===== src/rtl/neuron_grid_controller_3x2_if.sv =====
// ---------------------------------------------------------------------------
// neuron_grid_controller_3x2_if
//
// Handshake bundle between the timestep sequencer and the 256x256 neuron
// grid datapath of one RANC core.
//
// Datapath -> controller:
//   done_axon           axon counter has reached 255
//   nb_finish_spike     neuron counter has reached 255
//   local_buffers_full  router input buffer full (emission back-pressure)
// Controller -> datapath:
//   initial_axon_num    clear the axon counter
//   inc_axon_num        advance the axon counter
//   new_neuron          load current potentials into the neuron blocks
//   process_spike       integrate the current axon
//   update_potential    write potentials back to parameter memory
//   init_neuron_num     clear the neuron counter
//   inc_neuron_num      advance the neuron counter
//   shot                emission phase active
//
// Modports: master = controller side, slave = datapath side.
// ---------------------------------------------------------------------------
interface neuron_grid_controller_3x2_if;
    logic done_axon;
    logic nb_finish_spike;
    logic local_buffers_full;
    logic initial_axon_num;
    logic inc_axon_num;
    logic new_neuron;
    logic process_spike;
    logic update_potential;
    logic init_neuron_num;
    logic inc_neuron_num;
    logic shot;

    modport master (
        input  done_axon,
        input  nb_finish_spike,
        input  local_buffers_full,
        output initial_axon_num,
        output inc_axon_num,
        output new_neuron,
        output process_spike,
        output update_potential,
        output init_neuron_num,
        output inc_neuron_num,
        output shot
    );

    modport slave (
        output done_axon,
        output nb_finish_spike,
        output local_buffers_full,
        input  initial_axon_num,
        input  inc_axon_num,
        input  new_neuron,
        input  process_spike,
        input  update_potential,
        input  init_neuron_num,
        input  inc_neuron_num,
        input  shot
    );
endinterface


===== src/rtl/neuron_grid_controller_3x2.sv =====
// ---------------------------------------------------------------------------
// neuron_grid_controller_3x2
//
// Per-core timestep sequencer for the neuron grid datapath of the 3x2 RANC
// array. Each accepted tick runs INIT -> AXON (256 axons) -> UPDATE ->
// SHOOT (256 neurons, stalls on router back-pressure) -> DONE -> IDLE.
// Ticks arriving while the parameter loader is busy are held as a single
// pending run; ticks arriving during a run are rejected and counted.
//
// Ports:
//   clk            clock, all state changes on posedge
//   reset_n        asynchronous active-low reset
//   tick           global timestep strobe
//   param_busy     parameter loader active; blocks run start
//   dp             datapath handshake bundle (master modport)
//   busy           sequencer not in IDLE
//   run_done       one-cycle pulse at the end of a timestep
//   tick_overrun   one-cycle pulse when a tick is rejected
//   overrun_count  saturating count of rejected ticks
//   stall_error    sticky emission-stall watchdog flag
//
// Optional feature: define NGC_STALL_WATCHDOG_EN to enable the emission
// stall watchdog. Without it stall_error is tied low and SHOOT waits on
// back-pressure indefinitely.
// ---------------------------------------------------------------------------
module neuron_grid_controller_3x2 #(
    parameter int unsigned STALL_LIMIT = 1024,
    parameter int unsigned OVR_CNT_W   = 8
) (
    input  logic                          clk,
    input  logic                          reset_n,
    input  logic                          tick,
    input  logic                          param_busy,
    neuron_grid_controller_3x2_if.master  dp,
    output logic                          busy,
    output logic                          run_done,
    output logic                          tick_overrun,
    output logic [OVR_CNT_W-1:0]          overrun_count,
    output logic                          stall_error
);

    typedef enum logic [2:0] {
        IDLE,
        INIT,
        AXON,
        UPDATE,
        SHOOT,
        DONE
    } state_t;

    state_t state;
    state_t state_nxt;
    logic   pending;
    logic   pending_nxt;
    logic   stall_hit;

    function automatic logic [OVR_CNT_W-1:0] sat_inc(input logic [OVR_CNT_W-1:0] v);
        return (&v) ? v : v + OVR_CNT_W'(1);
    endfunction

    // State and pending-tick registers
    always_ff @(posedge clk or negedge reset_n) begin
        if (!reset_n) begin
            state   <= IDLE;
            pending <= 1'b0;
        end else begin
            state   <= state_nxt;
            pending <= pending_nxt;
        end
    end

    always_comb begin
        state_nxt   = state;
        pending_nxt = pending;
        unique case (state)
            IDLE: begin
                // Any number of ticks while the loader is busy collapse into
                // one pending run.
                if ((tick | pending) & ~param_busy) begin
                    state_nxt   = INIT;
                    pending_nxt = 1'b0;
                end else if (tick & param_busy) begin
                    pending_nxt = 1'b1;
                end
            end
            INIT:   state_nxt = AXON;
            AXON: begin
                // The done_axon cycle still integrates axon 255.
                if (dp.done_axon) begin
                    state_nxt = UPDATE;
                end
            end
            UPDATE: state_nxt = SHOOT;
            SHOOT: begin
                if (dp.nb_finish_spike & ~dp.local_buffers_full) begin
                    state_nxt = DONE;
                end else if (stall_hit) begin
                    state_nxt = DONE;
                end
            end
            DONE:    state_nxt = IDLE;
            default: state_nxt = IDLE;
        endcase
    end

    // Moore decode of the datapath controls; only the neuron advance also
    // looks at back-pressure so the counter holds while the router is full.
    assign dp.initial_axon_num = (state == INIT);
    assign dp.init_neuron_num  = (state == INIT);
    assign dp.new_neuron       = (state == INIT);
    assign dp.process_spike    = (state == AXON);
    assign dp.inc_axon_num     = (state == AXON) & ~dp.done_axon;
    assign dp.update_potential = (state == UPDATE);
    assign dp.shot             = (state == SHOOT);
    assign dp.inc_neuron_num   = (state == SHOOT) & ~dp.local_buffers_full
                                 & ~dp.nb_finish_spike;
    assign busy                = (state != IDLE);
    assign run_done            = (state == DONE);

    // Rejected-tick accounting; a tick in IDLE is never an overrun, even
    // while it is being held pending.
    always_ff @(posedge clk or negedge reset_n) begin
        if (!reset_n) begin
            tick_overrun  <= 1'b0;
            overrun_count <= '0;
        end else begin
            tick_overrun <= tick & (state != IDLE);
            if (tick & (state != IDLE)) begin
                overrun_count <= sat_inc(overrun_count);
            end
        end
    end

`ifdef NGC_STALL_WATCHDOG_EN
    localparam logic [15:0] STALL_LIMIT_16 = 16'(STALL_LIMIT);
    localparam logic [15:0] STALL_LIMIT_M1 = 16'(STALL_LIMIT - 1);

    logic [15:0] stall_cnt;

    // Consecutive back-pressure cycles in SHOOT. The flag rises together
    // with the count reaching the limit; the FSM leaves SHOOT on the
    // following cycle through stall_hit.
    always_ff @(posedge clk or negedge reset_n) begin
        if (!reset_n) begin
            stall_cnt   <= '0;
            stall_error <= 1'b0;
        end else begin
            if ((state == SHOOT) && dp.local_buffers_full && !stall_hit) begin
                stall_cnt <= stall_cnt + 16'd1;
                if (stall_cnt == STALL_LIMIT_M1) begin
                    stall_error <= 1'b1;
                end
            end else begin
                stall_cnt <= '0;
            end
        end
    end

    assign stall_hit = (state == SHOOT) && (stall_cnt == STALL_LIMIT_16);
`else
    localparam int unsigned stall_limit_unused = STALL_LIMIT;

    assign stall_hit   = 1'b0;
    assign stall_error = 1'b0;
`endif

endmodule


===== src/flat_wrapper.sv =====
// flat-port wrapper written by rule: the top's interface ports become plain ports
module neuron_grid_controller_3x2_flat 
#(
    parameter int unsigned STALL_LIMIT = 1024,
    parameter int unsigned OVR_CNT_W   = 8
)
  (clk, reset_n, tick, param_busy, busy, run_done, tick_overrun, overrun_count, stall_error, dp_done_axon, dp_nb_finish_spike, dp_local_buffers_full, dp_initial_axon_num, dp_inc_axon_num, dp_new_neuron, dp_process_spike, dp_update_potential, dp_init_neuron_num, dp_inc_neuron_num, dp_shot);
  neuron_grid_controller_3x2_if dp_i ();
  input  logic clk;
  input  logic reset_n;
  input  logic tick;
  input  logic param_busy;
  output logic busy;
  output logic run_done;
  output logic tick_overrun;
  output logic [OVR_CNT_W-1:0] overrun_count;
  output logic stall_error;
  input wire logic [$bits(dp_i.done_axon)-1:0] dp_done_axon;
  input wire logic [$bits(dp_i.nb_finish_spike)-1:0] dp_nb_finish_spike;
  input wire logic [$bits(dp_i.local_buffers_full)-1:0] dp_local_buffers_full;
  output wire logic [$bits(dp_i.initial_axon_num)-1:0] dp_initial_axon_num;
  output wire logic [$bits(dp_i.inc_axon_num)-1:0] dp_inc_axon_num;
  output wire logic [$bits(dp_i.new_neuron)-1:0] dp_new_neuron;
  output wire logic [$bits(dp_i.process_spike)-1:0] dp_process_spike;
  output wire logic [$bits(dp_i.update_potential)-1:0] dp_update_potential;
  output wire logic [$bits(dp_i.init_neuron_num)-1:0] dp_init_neuron_num;
  output wire logic [$bits(dp_i.inc_neuron_num)-1:0] dp_inc_neuron_num;
  output wire logic [$bits(dp_i.shot)-1:0] dp_shot;
  assign dp_i.done_axon = dp_done_axon;
  assign dp_i.nb_finish_spike = dp_nb_finish_spike;
  assign dp_i.local_buffers_full = dp_local_buffers_full;
  assign dp_initial_axon_num = dp_i.initial_axon_num;
  assign dp_inc_axon_num = dp_i.inc_axon_num;
  assign dp_new_neuron = dp_i.new_neuron;
  assign dp_process_spike = dp_i.process_spike;
  assign dp_update_potential = dp_i.update_potential;
  assign dp_init_neuron_num = dp_i.init_neuron_num;
  assign dp_inc_neuron_num = dp_i.inc_neuron_num;
  assign dp_shot = dp_i.shot;
  neuron_grid_controller_3x2 #(.STALL_LIMIT(STALL_LIMIT), .OVR_CNT_W(OVR_CNT_W)) u_core (.clk(clk), .reset_n(reset_n), .tick(tick), .param_busy(param_busy), .dp(dp_i), .busy(busy), .run_done(run_done), .tick_overrun(tick_overrun), .overrun_count(overrun_count), .stall_error(stall_error));
endmodule

===== config.mk =====
export PLATFORM = sky130hd
export DESIGN_NAME = neuron_grid_controller_3x2_flat
export DESIGN_NICKNAME = d
export VERILOG_FILES = /design/src/rtl/neuron_grid_controller_3x2_if.sv /design/src/rtl/neuron_grid_controller_3x2.sv /design/src/flat_wrapper.sv
export SDC_FILE = /design/constraint.sdc
export NUM_CORES = 1
export LEC_CHECK = 0
export BUFFER_PORTS_ARGS = -buffer_cell sky130_fd_sc_hd__buf_2
export CORE_UTILIZATION = 29
export DETAILED_ROUTE_END_ITERATION = 6
export SLEW_MARGIN = 25
export SYNTH_ARGS = -nofsm -noshare
export SYNTH_HDL_FRONTEND = slang
export SYNTH_SLANG_ARGS = --single-unit

===== constraint.sdc =====
create_clock -name clk -period 2 [get_ports clk]
set_clock_uncertainty 0.2 [all_clocks]
set_input_delay 0 -clock clk [delete_from_list [all_inputs] [get_ports clk]]
set_output_delay 0 -clock clk [all_outputs]
set_load 0.005 [all_outputs]

==> impl_metrics.tcl <==
set metrics [dict create \
    nFillCells 214 \
    register_area_um2 327.8 \
    r2r-start "u_core.state[2]" \
    setup_viol 0 \
    synth_area_leaders "dfrtp_1 (49%), xnor2_1 (5.2%), buf_4 (3.4%)" \
    min_path_cells 3 \
    crit_path_end_kind "flip-flop" \
    rsz0062_at_grt "no" \
    min-delay-path-class "primary input to primary output" \
    finalPower_mw 1.183 \
    async_flop_share 1.000 \
    grt_antenna_before_repair 0 \
    routed_via_density 4.504 \
    grt_pass1_vias 503 \
    final.min_clock_period_ps 1947 \
    path_clk_slew_ps 80 \
    dieArea_mm2 0.002500 \
    grt_start_max_net_pins 14 \
    groute.usage.overall 0.1169 \
    crit_chain "or3_1 > o22a_1 > dlygate4sd3_1" \
    p_leak_nw 0.4620 \
    path_max_fanout 8 \
    cts_buffer_depth 2 \
    syn-cell-area_um2 668.1 \
    crit_slowest_cell "dlygate4sd3_1" \
    place_congestion 0.7567 \
    tightest_slew_ps 570.6 \
    port_buffers 25 \
    cts_tree "done" \
    cts_max_level 1 \
    vias 554 \
    p_int_mw 0.7508 \
    synth-seq-cells 13 \
    fin_tns_setup_ps 0 \
    powerDensity_mw_per_mm2 1297 \
    cts_sinks 13 \
    cts_root_buffer "clkbuf_4" \
    drive_gt1_frac 0.4105 \
    postRouteAntennaNets 0 \
    net-switching-power_mw 0.4319 \
    crit_type "flip-flop to flip-flop" \
    start_util 0.3050 \
    antenna_cells 0 \
    die_h_um 50 \
    avgRoutedWirePerCell_um 10.33 \
    hpwl_um 931.3 \
    routed_wl_mm 1.271 \
    cts_inserted_buffers 3 \
    final_common_cell "buf_2" \
    vdd.ir_drop.worst_v 0.0007650 \
    yosys.area.top_type "dfrtp_1" \
    swShare 0.3652 \
    dieWidth_um 50 \
    yosys_warnings 0 \
    cpLargestDelayFamily "buffers and inverters" \
    synth_edf_count 0 \
    seq_area_frac_synth 0.4869 \
    fmax_mhz 513.7 \
    reg2reg_to "u_core.pending" \
    worst_ep_required_time_ps 1960 \
    cp-start-kind "flip-flop" \
    ys.flop_type "dfrtp_1" \
    rows 17 \
    worstHoldStart "dp_local_buffers_full" \
    cp_num_buf_inv 1 \
    io_pins 27 \
    slowest_delay_ps 550 \
    arrival_ps 1910 \
    dr.pass1.iters 2 \
    drc 0 \
    insertion_delay_ps 280 \
    avgSynthCellArea_um2 10.95 \
    initialDrtViolationCount 3 \
    finalHoldViolations 0 \
    pwr-share-clk 0.136 \
    multi_input_area_um2 312.8 \
    seqPwrFrac 0.424 \
    overflow 0 \
    yosysTopAreaCellShare 0.4869 \
    combPwrFrac 0.440 \
    mostFrequentLayoutCells "buf_2 (25), dfrtp_1 (11), dlygate4sd3_1 (7), nand3_1 (4), xnor2_1 (4)" \
    ff2ff_setup_slack_ps 50 \
    holdPathEnd "dp_inc_neuron_num" \
    grt_pass1_wl_mm 2.180 \
    fin_crit_sh 0.9734 \
    core_mm2 0.002191 \
    maxSlewViolCount 0 \
    final_nets 104 \
    synth_nets 69 \
    slew_headroom 0.6184 \
    rr_worst_depth 3 \
    yosysUniqueCellTypes 30 \
    status "finished clean" \
    max_cap_violations 0 \
    syn_to_final_growth_pct 36.52 \
    postSynthCellCount 61 \
]
-- worst max-delay path by stage --
stage	slack [ps]	endpoint	startpoint	depth (start not counted)
after CTS	20	u_core.pending	u_core.state[1]	3
after global placement	290	u_core.overrun_count[5]	u_core.overrun_count[0]	5
after detailed placement	240	u_core.overrun_count[5]	u_core.overrun_count[0]	5
after floorplan	310	u_core.overrun_count[5]	u_core.overrun_count[0]	5
after global routing	8	u_core.pending	u_core.state[2]	3
final	50	u_core.pending	u_core.state[2]	3
-- registers in the layout, indices dropped and copies added (netlist names) --
| register | flops |
|---|---|
| u_core.tick_overrun | 1 |
| u_core.overrun_count | 8 |
| u_core.pending | 1 |
| u_core.state | 3 |
-- cells in the mapped netlist, types with 2 or more instances --
library cell  count
nor2b_1           3
or2_2             2
xnor2_1           4
nand3_1           4
dfrtp_1          13
nand2_1           3
xor2_1            2
buf_4             3
a21oi_1           3
nor2_1            2
nor3b_1           3
-- power groups by stage --
stage | Clock (mW) | Sequential [mW] | Combinational [mW]
floorplan | 0 | 0.491 | 0.305
global placement | 0 | 0.504 | 0.456
detailed placement | 0 | 0.510 | 0.458
CTS | 0.168 | 0.506 | 0.502
global route | 0.184 | 0.529 | 0.580
finish | 0.161 | 0.501 | 0.520
-- worst reg2reg max path: stages, from the launching register on --
cell	delay [ps]
dfrtp_1	480
or3_1	390
o22a_1	210
dlygate4sd3_1	550
-- per-layer routing --
layer,up-vias,global-route usage,share of wire
met5,-,0,0
met4,0,0.01429,0
met3,0,0.06481,0.083
met2,25,0.1844,0.47
met1,251,0.1412,0.44
li1,278,-,-
-- logic make-up (layout without fill, tap and decap cells) --
| kind of cell | after synthesis | count (layout) | synth area share |
|---|---|---|---|
| flip-flops | 13 | 13 | 0.4869 |
| multiplexers | 1 | 1 | 0.01685 |
| adder cells (fa/ha/maj) | 1 | 1 | 0.01872 |
| XOR/XNOR | 6 | 6 | 0.07865 |
| other | 1 | 1 | 0.005613 |
| buffers and inverters | 5 | 39 | 0.04493 |
| AO/OA/AOI/OAI | 9 | 9 | 0.1142 |
| AND/OR/NAND/NOR | 25 | 25 | 0.2341 |
-- what timing repair did --
item                                    4_1_cts  5_1_grt
gates resized for setup                       0        2
setup buffers                                 0        1
hold endpoints to repair                     23        0
endpoints found under the setup margin        0        1
hold buffers                                  7        0
-- layout make-up --
type,instances,area share
Inverter,2,0.008230
Sequential cell,13,0.3594
Tap cell,28,0.03841
Multi-Input combinational cell,43,0.3429
Timing Repair Buffer,33,0.2222
Clock buffer,4,0.02881
-- per-stage QoR --
stage                     setup WS [ps]  instances  hold WS, ps  utilization  instance area, um2
final                             53.15        123        32.08       0.4163               912.1
after CTS                         18.82        122        33.58       0.4118               902.1
after global placement            289.8        111       -305.2       0.3678               805.8
after detailed placement          240.2        111       -292.5       0.3678               805.8
after global routing              8.134        123        60.07       0.4163               912.1
after floorplan                   312.7         61       -495.6            -               668.1
Note: power is estimated with default switching activity, not from simulation.
